===== src/rtl/axis_upsample2x_stream_pkg.sv =====
// Shared definitions for the 2x streaming upsampler.
//   - ups_mode_t  : output fill mode (nearest-neighbour / zero-insert)
//   - ups_state_t : job FSM state encoding, also exported on state_dbg
//   - UPS_MAX_LOG2_DIM : default largest input dimension exponent
package axis_upsample2x_stream_pkg;

    localparam int UPS_MAX_LOG2_DIM = 6;

    typedef enum logic {
        UPS_NEAREST = 1'b0,
        UPS_ZERO    = 1'b1
    } ups_mode_t;

    typedef enum logic [1:0] {
        ST_IDLE  = 2'd0,
        ST_RUN   = 2'd1,
        ST_DRAIN = 2'd2,
        ST_DONE  = 2'd3
    } ups_state_t;

endpackage


===== src/rtl/axis_upsample2x_stream_line_bank.sv =====
// One line buffer bank: 2^ADDR_WIDTH words, single write port, single
// combinational read port, plus a full flag marking a complete buffered row.
// Ports:
//   clk, reset      clock, synchronous active-low reset (clears full only)
//   wr_en/addr/data write port
//   set_full        row complete, bank becomes full
//   clr_full        row fully emitted, bank becomes free
//   rd_addr/rd_data read port
//   full            bank holds a complete row
module upsample_line_bank
    import axis_upsample2x_stream_pkg::*;
#(
    parameter int DATA_WIDTH = 16,
    parameter int ADDR_WIDTH = UPS_MAX_LOG2_DIM
) (
    input  logic                  clk,
    input  logic                  reset,
    input  logic                  wr_en,
    input  logic [ADDR_WIDTH-1:0] wr_addr,
    input  logic [DATA_WIDTH-1:0] wr_data,
    input  logic                  set_full,
    input  logic                  clr_full,
    input  logic [ADDR_WIDTH-1:0] rd_addr,
    output logic [DATA_WIDTH-1:0] rd_data,
    output logic                  full
);

    logic [DATA_WIDTH-1:0] mem [2**ADDR_WIDTH];

    // Storage carries no reset; emptiness is tracked solely by the full flag.
    always_ff @(posedge clk) begin
        if (wr_en) begin
            mem[wr_addr] <= wr_data;
        end
    end

    assign rd_data = mem[rd_addr];

    always_ff @(posedge clk) begin
        if (!reset) begin
            full <= 1'b0;
        end else if (set_full) begin
            full <= 1'b1;
        end else if (clr_full) begin
            full <= 1'b0;
        end
    end

endmodule


===== src/rtl/axis_upsample2x_stream.sv =====
// Streaming 2x spatial upsampler. Accepts C channels of an N x N map
// (N = 2^k) and emits C channels of 2N x 2N through two ping-pong line banks.
// Handshake: a beat transfers on a rising clk edge where tvalid && tready;
// the source holds tvalid/tdata/tlast stable until that transfer.
// Ports:
//   clk, reset                 clock, synchronous active-low reset
//   cfg_start/log2_dim/channels/mode  job configuration, sampled in IDLE
//   busy, done, tlast_err      job status (done is a one-cycle pulse)
//   s_axis_*                   input pixel stream
//   m_axis_*                   output pixel stream (registered)
//   state_dbg                  current FSM state
module axis_upsample2x_stream
    import axis_upsample2x_stream_pkg::*;
#(
    parameter int DATA_WIDTH   = 16,
    parameter int MAX_LOG2_DIM = UPS_MAX_LOG2_DIM,
    parameter int CH_WIDTH     = 10
) (
    input  logic                  clk,
    input  logic                  reset,
    input  logic                  cfg_start,
    input  logic [2:0]            cfg_log2_dim,
    input  logic [CH_WIDTH-1:0]   cfg_channels,
    input  logic                  cfg_mode,
    output logic                  busy,
    output logic                  done,
    output logic                  tlast_err,
    input  logic [DATA_WIDTH-1:0] s_axis_tdata,
    input  logic                  s_axis_tlast,
    input  logic                  s_axis_tvalid,
    output logic                  s_axis_tready,
    output logic [DATA_WIDTH-1:0] m_axis_tdata,
    output logic                  m_axis_tlast,
    output logic                  m_axis_tvalid,
    input  logic                  m_axis_tready,
    output ups_state_t            state_dbg
);

    localparam int             CW     = MAX_LOG2_DIM + 1;
    localparam logic [2:0]     MAX_K  = 3'(MAX_LOG2_DIM);
    localparam logic [CW-1:0]  CW_ONE = CW'(1);

    ups_state_t            state;
    logic [2:0]            k_q;
    logic [CH_WIDTH-1:0]   ch_q;
    ups_mode_t             mode_q;

    logic                  wbank, rbank, pass, m_last_job;
    logic [CW-1:0]         icol, irow, oc, orow;
    logic [CH_WIDTH-1:0]   ich, och;
    logic [CW-1:0]         n_m1, n2_m1;
    logic [1:0]            full, set_full, clr_full, wr_en;
    logic [DATA_WIDTH-1:0] rd_data [2];
    logic [DATA_WIDTH-1:0] rd_mux, out_word;
    logic                  in_hs, in_row_end, in_job_end;
    logic                  out_load, out_row_end, out_ch_last;

    assign state_dbg = state;

    // N-1 and 2N-1 from the latched exponent; 2N-1 is N-1 shifted with a 1 in.
    assign n_m1  = (CW_ONE << k_q) - CW_ONE;
    assign n2_m1 = {n_m1[CW-2:0], 1'b1};

    assign s_axis_tready = (state == ST_RUN) && !full[wbank];
    assign in_hs         = s_axis_tready && s_axis_tvalid;
    assign in_row_end    = in_hs && (icol == n_m1);
    assign in_job_end    = in_row_end && (irow == n_m1) && (ich == ch_q - CH_WIDTH'(1));

    assign out_load    = full[rbank] && (!m_axis_tvalid || m_axis_tready);
    assign out_row_end = out_load && pass && (oc == n2_m1);
    assign out_ch_last = out_row_end && (orow == n_m1);

    assign rd_mux   = rbank ? rd_data[1] : rd_data[0];
    // Zero-insert keeps only the even column of the first pass of each row.
    assign out_word = ((mode_q == UPS_NEAREST) || (!pass && !oc[0])) ? rd_mux : '0;

    for (genvar b = 0; b < 2; b++) begin : g_bank
        assign wr_en[b]    = in_hs && (wbank == 1'(b));
        assign set_full[b] = in_row_end && (wbank == 1'(b));
        assign clr_full[b] = out_row_end && (rbank == 1'(b));

        upsample_line_bank #(
            .DATA_WIDTH (DATA_WIDTH),
            .ADDR_WIDTH (MAX_LOG2_DIM)
        ) u_bank (
            .clk      (clk),
            .reset    (reset),
            .wr_en    (wr_en[b]),
            .wr_addr  (icol[MAX_LOG2_DIM-1:0]),
            .wr_data  (s_axis_tdata),
            .set_full (set_full[b]),
            .clr_full (clr_full[b]),
            .rd_addr  (oc[CW-1:1]),
            .rd_data  (rd_data[b]),
            .full     (full[b])
        );
    end

    always_ff @(posedge clk) begin
        if (!reset) begin
            state         <= ST_IDLE;
            k_q           <= '0;
            ch_q          <= '0;
            mode_q        <= UPS_NEAREST;
            busy          <= 1'b0;
            done          <= 1'b0;
            tlast_err     <= 1'b0;
            wbank         <= 1'b0;
            rbank         <= 1'b0;
            pass          <= 1'b0;
            icol          <= '0;
            irow          <= '0;
            ich           <= '0;
            oc            <= '0;
            orow          <= '0;
            och           <= '0;
            m_axis_tdata  <= '0;
            m_axis_tlast  <= 1'b0;
            m_axis_tvalid <= 1'b0;
            m_last_job    <= 1'b0;
        end else begin
            done <= 1'b0;

            case (state)
                ST_IDLE: begin
                    if (cfg_start) begin
                        tlast_err <= 1'b0;
                        if (cfg_channels == '0 || cfg_log2_dim > MAX_K) begin
                            state <= ST_DONE;
                            done  <= 1'b1;
                        end else begin
                            state  <= ST_RUN;
                            busy   <= 1'b1;
                            k_q    <= cfg_log2_dim;
                            ch_q   <= cfg_channels;
                            mode_q <= ups_mode_t'(cfg_mode);
                            wbank  <= 1'b0;
                            rbank  <= 1'b0;
                            pass   <= 1'b0;
                            icol   <= '0;
                            irow   <= '0;
                            ich    <= '0;
                            oc     <= '0;
                            orow   <= '0;
                            och    <= '0;
                        end
                    end
                end
                ST_RUN: begin
                    if (in_job_end) state <= ST_DRAIN;
                end
                ST_DRAIN: begin
                    if (m_axis_tvalid && m_axis_tready && m_last_job) begin
                        state <= ST_DONE;
                        busy  <= 1'b0;
                        done  <= 1'b1;
                    end
                end
                default: state <= ST_IDLE;
            endcase

            // Input side: tlast is only checked, it never alters counting.
            if (in_hs) begin
                if (s_axis_tlast != ((irow == n_m1) && (icol == n_m1))) tlast_err <= 1'b1;
                if (icol == n_m1) begin
                    icol  <= '0;
                    wbank <= ~wbank;
                    if (irow == n_m1) begin
                        irow <= '0;
                        ich  <= ich + CH_WIDTH'(1);
                    end else begin
                        irow <= irow + CW_ONE;
                    end
                end else begin
                    icol <= icol + CW_ONE;
                end
            end

            // Output side: two passes of 2N beats per buffered row.
            if (out_load) begin
                m_axis_tvalid <= 1'b1;
                m_axis_tdata  <= out_word;
                m_axis_tlast  <= out_ch_last;
                m_last_job    <= out_ch_last && (och == ch_q - CH_WIDTH'(1));
                if (oc == n2_m1) begin
                    oc   <= '0;
                    pass <= ~pass;
                    if (pass) begin
                        rbank <= ~rbank;
                        if (orow == n_m1) begin
                            orow <= '0;
                            och  <= och + CH_WIDTH'(1);
                        end else begin
                            orow <= orow + CW_ONE;
                        end
                    end
                end else begin
                    oc <= oc + CW_ONE;
                end
            end else if (m_axis_tready) begin
                m_axis_tvalid <= 1'b0;
                m_axis_tlast  <= 1'b0;
                m_last_job    <= 1'b0;
            end
        end
    end

endmodule


===== config.mk =====
export PLATFORM = sky130hd
export DESIGN_NAME = axis_upsample2x_stream
export DESIGN_NICKNAME = d
export VERILOG_FILES = /design/src/rtl/axis_upsample2x_stream_pkg.sv /design/src/rtl/axis_upsample2x_stream_line_bank.sv /design/src/rtl/axis_upsample2x_stream.sv
export SDC_FILE = /design/constraint.sdc
export NUM_CORES = 2
export LEC_CHECK = 0
export BUFFER_PORTS_ARGS = -buffer_cell sky130_fd_sc_hd__buf_2
export CAP_MARGIN = 20
export CORE_UTILIZATION = 30
export CTS_BUF_LIST = sky130_fd_sc_hd__clkbuf_8 sky130_fd_sc_hd__clkbuf_16
export DETAILED_ROUTE_END_ITERATION = 6
export GPL_TIMING_DRIVEN = 0
export PLACE_DENSITY = 0.43
export SYNTH_ARGS = -nofsm -noshare
export SYNTH_HDL_FRONTEND = slang
export SYNTH_HIERARCHICAL = 1
export SYNTH_SLANG_ARGS = --single-unit
export TNS_END_PERCENT = 100

===== constraint.sdc =====
create_clock -name clk -period 5.03 [get_ports clk]
set_input_delay 0.7545 -clock clk [delete_from_list [all_inputs] [get_ports clk]]
set_output_delay 0.7545 -clock clk [all_outputs]
set_load 0.03 [all_outputs]

==> results_dict.tcl <==
set metrics [dict create \
    synthDominantAreaCellType "sky130_fd_sc_hd__edfxtp_1" \
    hold_violations 0 \
    worst-slew-pin-transition_ns 1.09 \
    worst_hold_path_class "input port to flip-flop" \
    layout_commonest_cell "sky130_fd_sc_hd__edfxtp_1" \
    drive_above_1_share_pct 26.7 \
    vias_per_cell 5.02 \
    crit_arrival_ns 5.82 \
    die_w_um 533 \
    worst_clock_skew_ns 0.0546 \
    dp_hpwl_um 169000 \
    ys_seq_area_share_pct 74.8 \
    crit_path_start_kind "flip-flop" \
    power_density_nw_per_um2 378 \
    mappedNetlistArea_um2 84700 \
    post_synth_fa_ha_maj_area_fraction_pct 0.177 \
    achievable-frequency_mhz 200 \
    fin_crit_ns 4.99 \
    yosys_warnings 6 \
    design.core.area_um2 280000 \
    peakVddDrop_mv 0.332 \
    crit_path_cell_trace "buf_2, buf_2, nor2_1, nand2_1, clkbuf_1, o22ai_1, nor4_2, a22o_1, mux2i_1, nor3_1, a21oi_1, nor2_1" \
    sum_of_buffers_and_inverters_on_the_critical_path 3 \
    synth_cells 4301 \
    clock_tree_from_tritoncts "done" \
    route.detailed.drc 0 \
    endpoint_kind "flip-flop" \
    final.setup.worst_slack_ns 0.0386 \
    cts_root_buffer "sky130_fd_sc_hd__clkbuf_16" \
    critical_path.top_delay_family "simple AND/OR/NAND/NOR gates" \
    route.final.wire_length_um 251000 \
    routedWlPerCell_um 28.9 \
    pre_cts_slack_ns 0.0477 \
    synth.ff_latch_count 2139 \
    routability_congestion_estimate_from_global_placement 0.864 \
    pin_count_of_the_biggest_net_entering_global_routing 97 \
    io_buffers 59 \
    dr.pass1.iters 5 \
    clock_tree.htree_level_count 4 \
    synth_top_family_by_area "multiplexers" \
    critical_path_peak_fanout 10 \
    reg2reg_setup_slack_ns 0.04 \
    drt.antenna.violating_nets 0 \
    worst_ep_required_time_ns 5.86 \
    synthFlopType "sky130_fd_sc_hd__edfxtp_1" \
    slowest_stage_delay_on_critical_path_ns 0.85 \
    remaining_max_slew_budget_at_the_tightest_pin_pct 26.8 \
    synth_xor_area_share_pct 0.492 \
    kind_of_critical_path "flip-flop to flip-flop" \
    multiplexer_share_of_the_synthesized_area_pct 14.4 \
    final_cell_mix "sky130_fd_sc_hd__edfxtp_1 (2048), sky130_fd_sc_hd__mux4_2 (440), sky130_fd_sc_hd__clkbuf_16 (238), sky130_fd_sc_hd__mux2i_1 (185), sky130_fd_sc_hd__nand2_1 (127)" \
    die_area_um2 284000 \
    dr.first_iter.drc_count 3697 \
    clock_sinks 2139 \
    cts_made_buffers 234 \
    synth.avg_cell_area_um2 19.7 \
    holdWs_ns 0.105 \
    area_growth_pct 18.2 \
    drv.max_cap_violation_count 0 \
    worst_path_max_delay_cell "sky130_fd_sc_hd__nor4_2" \
    fp-row-count 194 \
    grt_antenna_before_repair 4 \
    grt_pass1_wl_um 352000 \
    via_count 43455 \
    num_io_pins 60 \
    cts.repair_timing.setup_buffer_count 0 \
    grt_ovf 0 \
    initial_core_util_pct 30.2 \
    grt_use_total_pct 17.4 \
    compound_cell_area_share_of_the_yosys_netlist_pct 4.20 \
    cts_hold_repair.buffers 0 \
    p_leak_uw 0.0303 \
    rsz0062_at_grt "false" \
    mappedNetlistNets 4349 \
    yosys.area_share.simple_pct 4.02 \
    post_synthesis_async_set_or_reset_flop_share_pct 0 \
    setup_viol 0 \
    ys_types 88 \
    post-route-period-util_pct 99.2 \
    yosys.area.top_type_share_pct 72.6 \
    status "finished clean" \
    synth_top_cells_by_area "sky130_fd_sc_hd__edfxtp_1 (73%), sky130_fd_sc_hd__mux4_2 (12%), sky130_fd_sc_hd__mux2i_1 (2.2%)" \
    chipHeight_um 533 \
    insertion_delay_ns 0.90 \
    post_cts_resize_count 0 \
    final_nets 4798 \
    timing_max_transition_violations_final 0 \
    number_of_flops_mapped_to_enable_cells_by_yosys 2048 \
    clockBufferDepth 4 \
    cts.clk_slew.worst_paths_ns 0.06 \
    vias_in_the_first_global_route 44542 \
]
-- registers in the layout (all words and copies together), names as in the netlist, 2 cells and up --
signal,count
och,10
g_bank.u_bank/full,2
k_q,3
icol,7
orow,7
oc,7
g_bank.u_bank/mem,2048
state_dbg,2
irow,7
ich,10
m_axis_tdata,16
ch_q,10
-- path summary, 6_finish.rpt --
| kind | to | cells past startpoint | from |
|---|---|---|---|
| setup / recovery | m_axis_tdata[7] | 12 | oc[3] |
| hold / removal | ch_q[5] | 3 | cfg_channels[5] |
| setup reg to reg | m_axis_tdata[7] | 12 | oc[3] |
| hold reg to reg | irow[6] | 2 | irow[6] |
-- worst reg2reg max path, cell delays in order, from the launching register on --
cell                       delay (ns)
sky130_fd_sc_hd__dfxtp_1         0.51
sky130_fd_sc_hd__buf_2           0.44
sky130_fd_sc_hd__buf_2           0.41
sky130_fd_sc_hd__nor2_1          0.24
sky130_fd_sc_hd__nand2_1         0.38
sky130_fd_sc_hd__clkbuf_1        0.52
sky130_fd_sc_hd__o22ai_1         0.34
sky130_fd_sc_hd__nor4_2          0.86
sky130_fd_sc_hd__a22o_1          0.40
sky130_fd_sc_hd__mux2i_1         0.18
sky130_fd_sc_hd__nor3_1          0.46
sky130_fd_sc_hd__a21oi_1         0.08
sky130_fd_sc_hd__nor2_1          0.10
-- cell usage after synthesis (30+ instances only) --
| cell type | count |
|---|---|
| sky130_fd_sc_hd__mux4_2 | 440 |
| sky130_fd_sc_hd__buf_2 | 65 |
| sky130_fd_sc_hd__a21oi_1 | 92 |
| sky130_fd_sc_hd__a211oi_1 | 35 |
| sky130_fd_sc_hd__nand3_1 | 76 |
| sky130_fd_sc_hd__o22ai_1 | 61 |
| sky130_fd_sc_hd__nor3_1 | 40 |
| sky130_fd_sc_hd__nor2_1 | 228 |
| sky130_fd_sc_hd__mux2_2 | 33 |
| sky130_fd_sc_hd__nand2_1 | 127 |
| sky130_fd_sc_hd__buf_4 | 30 |
| sky130_fd_sc_hd__mux2i_1 | 185 |
| sky130_fd_sc_hd__clkbuf_1 | 104 |
| sky130_fd_sc_hd__a22oi_1 | 73 |
| sky130_fd_sc_hd__edfxtp_1 | 2048 |
| sky130_fd_sc_hd__nor2b_1 | 38 |
| sky130_fd_sc_hd__o211ai_1 | 33 |
| sky130_fd_sc_hd__a221oi_1 | 39 |
| sky130_fd_sc_hd__dfxtp_1 | 91 |
-- cell families after synthesis --
group / Yosys count
compound gates: 486
fa+ha+maj: 12
xor+xnor: 46
flops: 2139
buf+inv: 273
mux: 661
simple gates: 684
-- routing by layer --
layer	global-route usage, %	vias up	share of wire (%)
met5	0	-	0
li1	-	18766	-
met3	2.46	337	4.2
met2	29.3	978	49
met1	23.4	23374	44
met4	5.20	0	2.9
-- power by group --
part           internal, µW  total [µW]  switching (µW)  leakage [µW]
clock network          9580       16600            7010       0.00380
registers             19600       19600            64.7        0.0191
logic                   465        1600            1130       0.00739
-- area by class of cell --
class / instances / area, µm²
fill: 26280 / 180000
sequential: 2139 / 63300
multi-input combinational: 1889 / 20100
clock buffer: 245 / 6050
tap: 3724 / 4660
timing repair buffer: 213 / 3040
buffer: 251 / 1530
clock inverter: 175 / 1300
inverter: 22 / 82.6
antenna: 7 / 17.5
-- through the flow --
step | area, µm² | instances | util (%) | TNS (ns) | total power [µW]
after global placement | 89600 | 8084 | 32.0 | -49.93 | 21600
after detailed placement | 92700 | 8238 | 33.1 | 0 | 21600
final | 100000 | 8665 | 35.7 | 0 | 37800
after floorplan | 84700 | 4301 | - | 0 | 20800
after CTS | 100000 | 8658 | 35.7 | 0 | 38300
after global routing | 100000 | 8659 | 35.7 | 0 | 39000
Power figures use the tool's default switching activity.
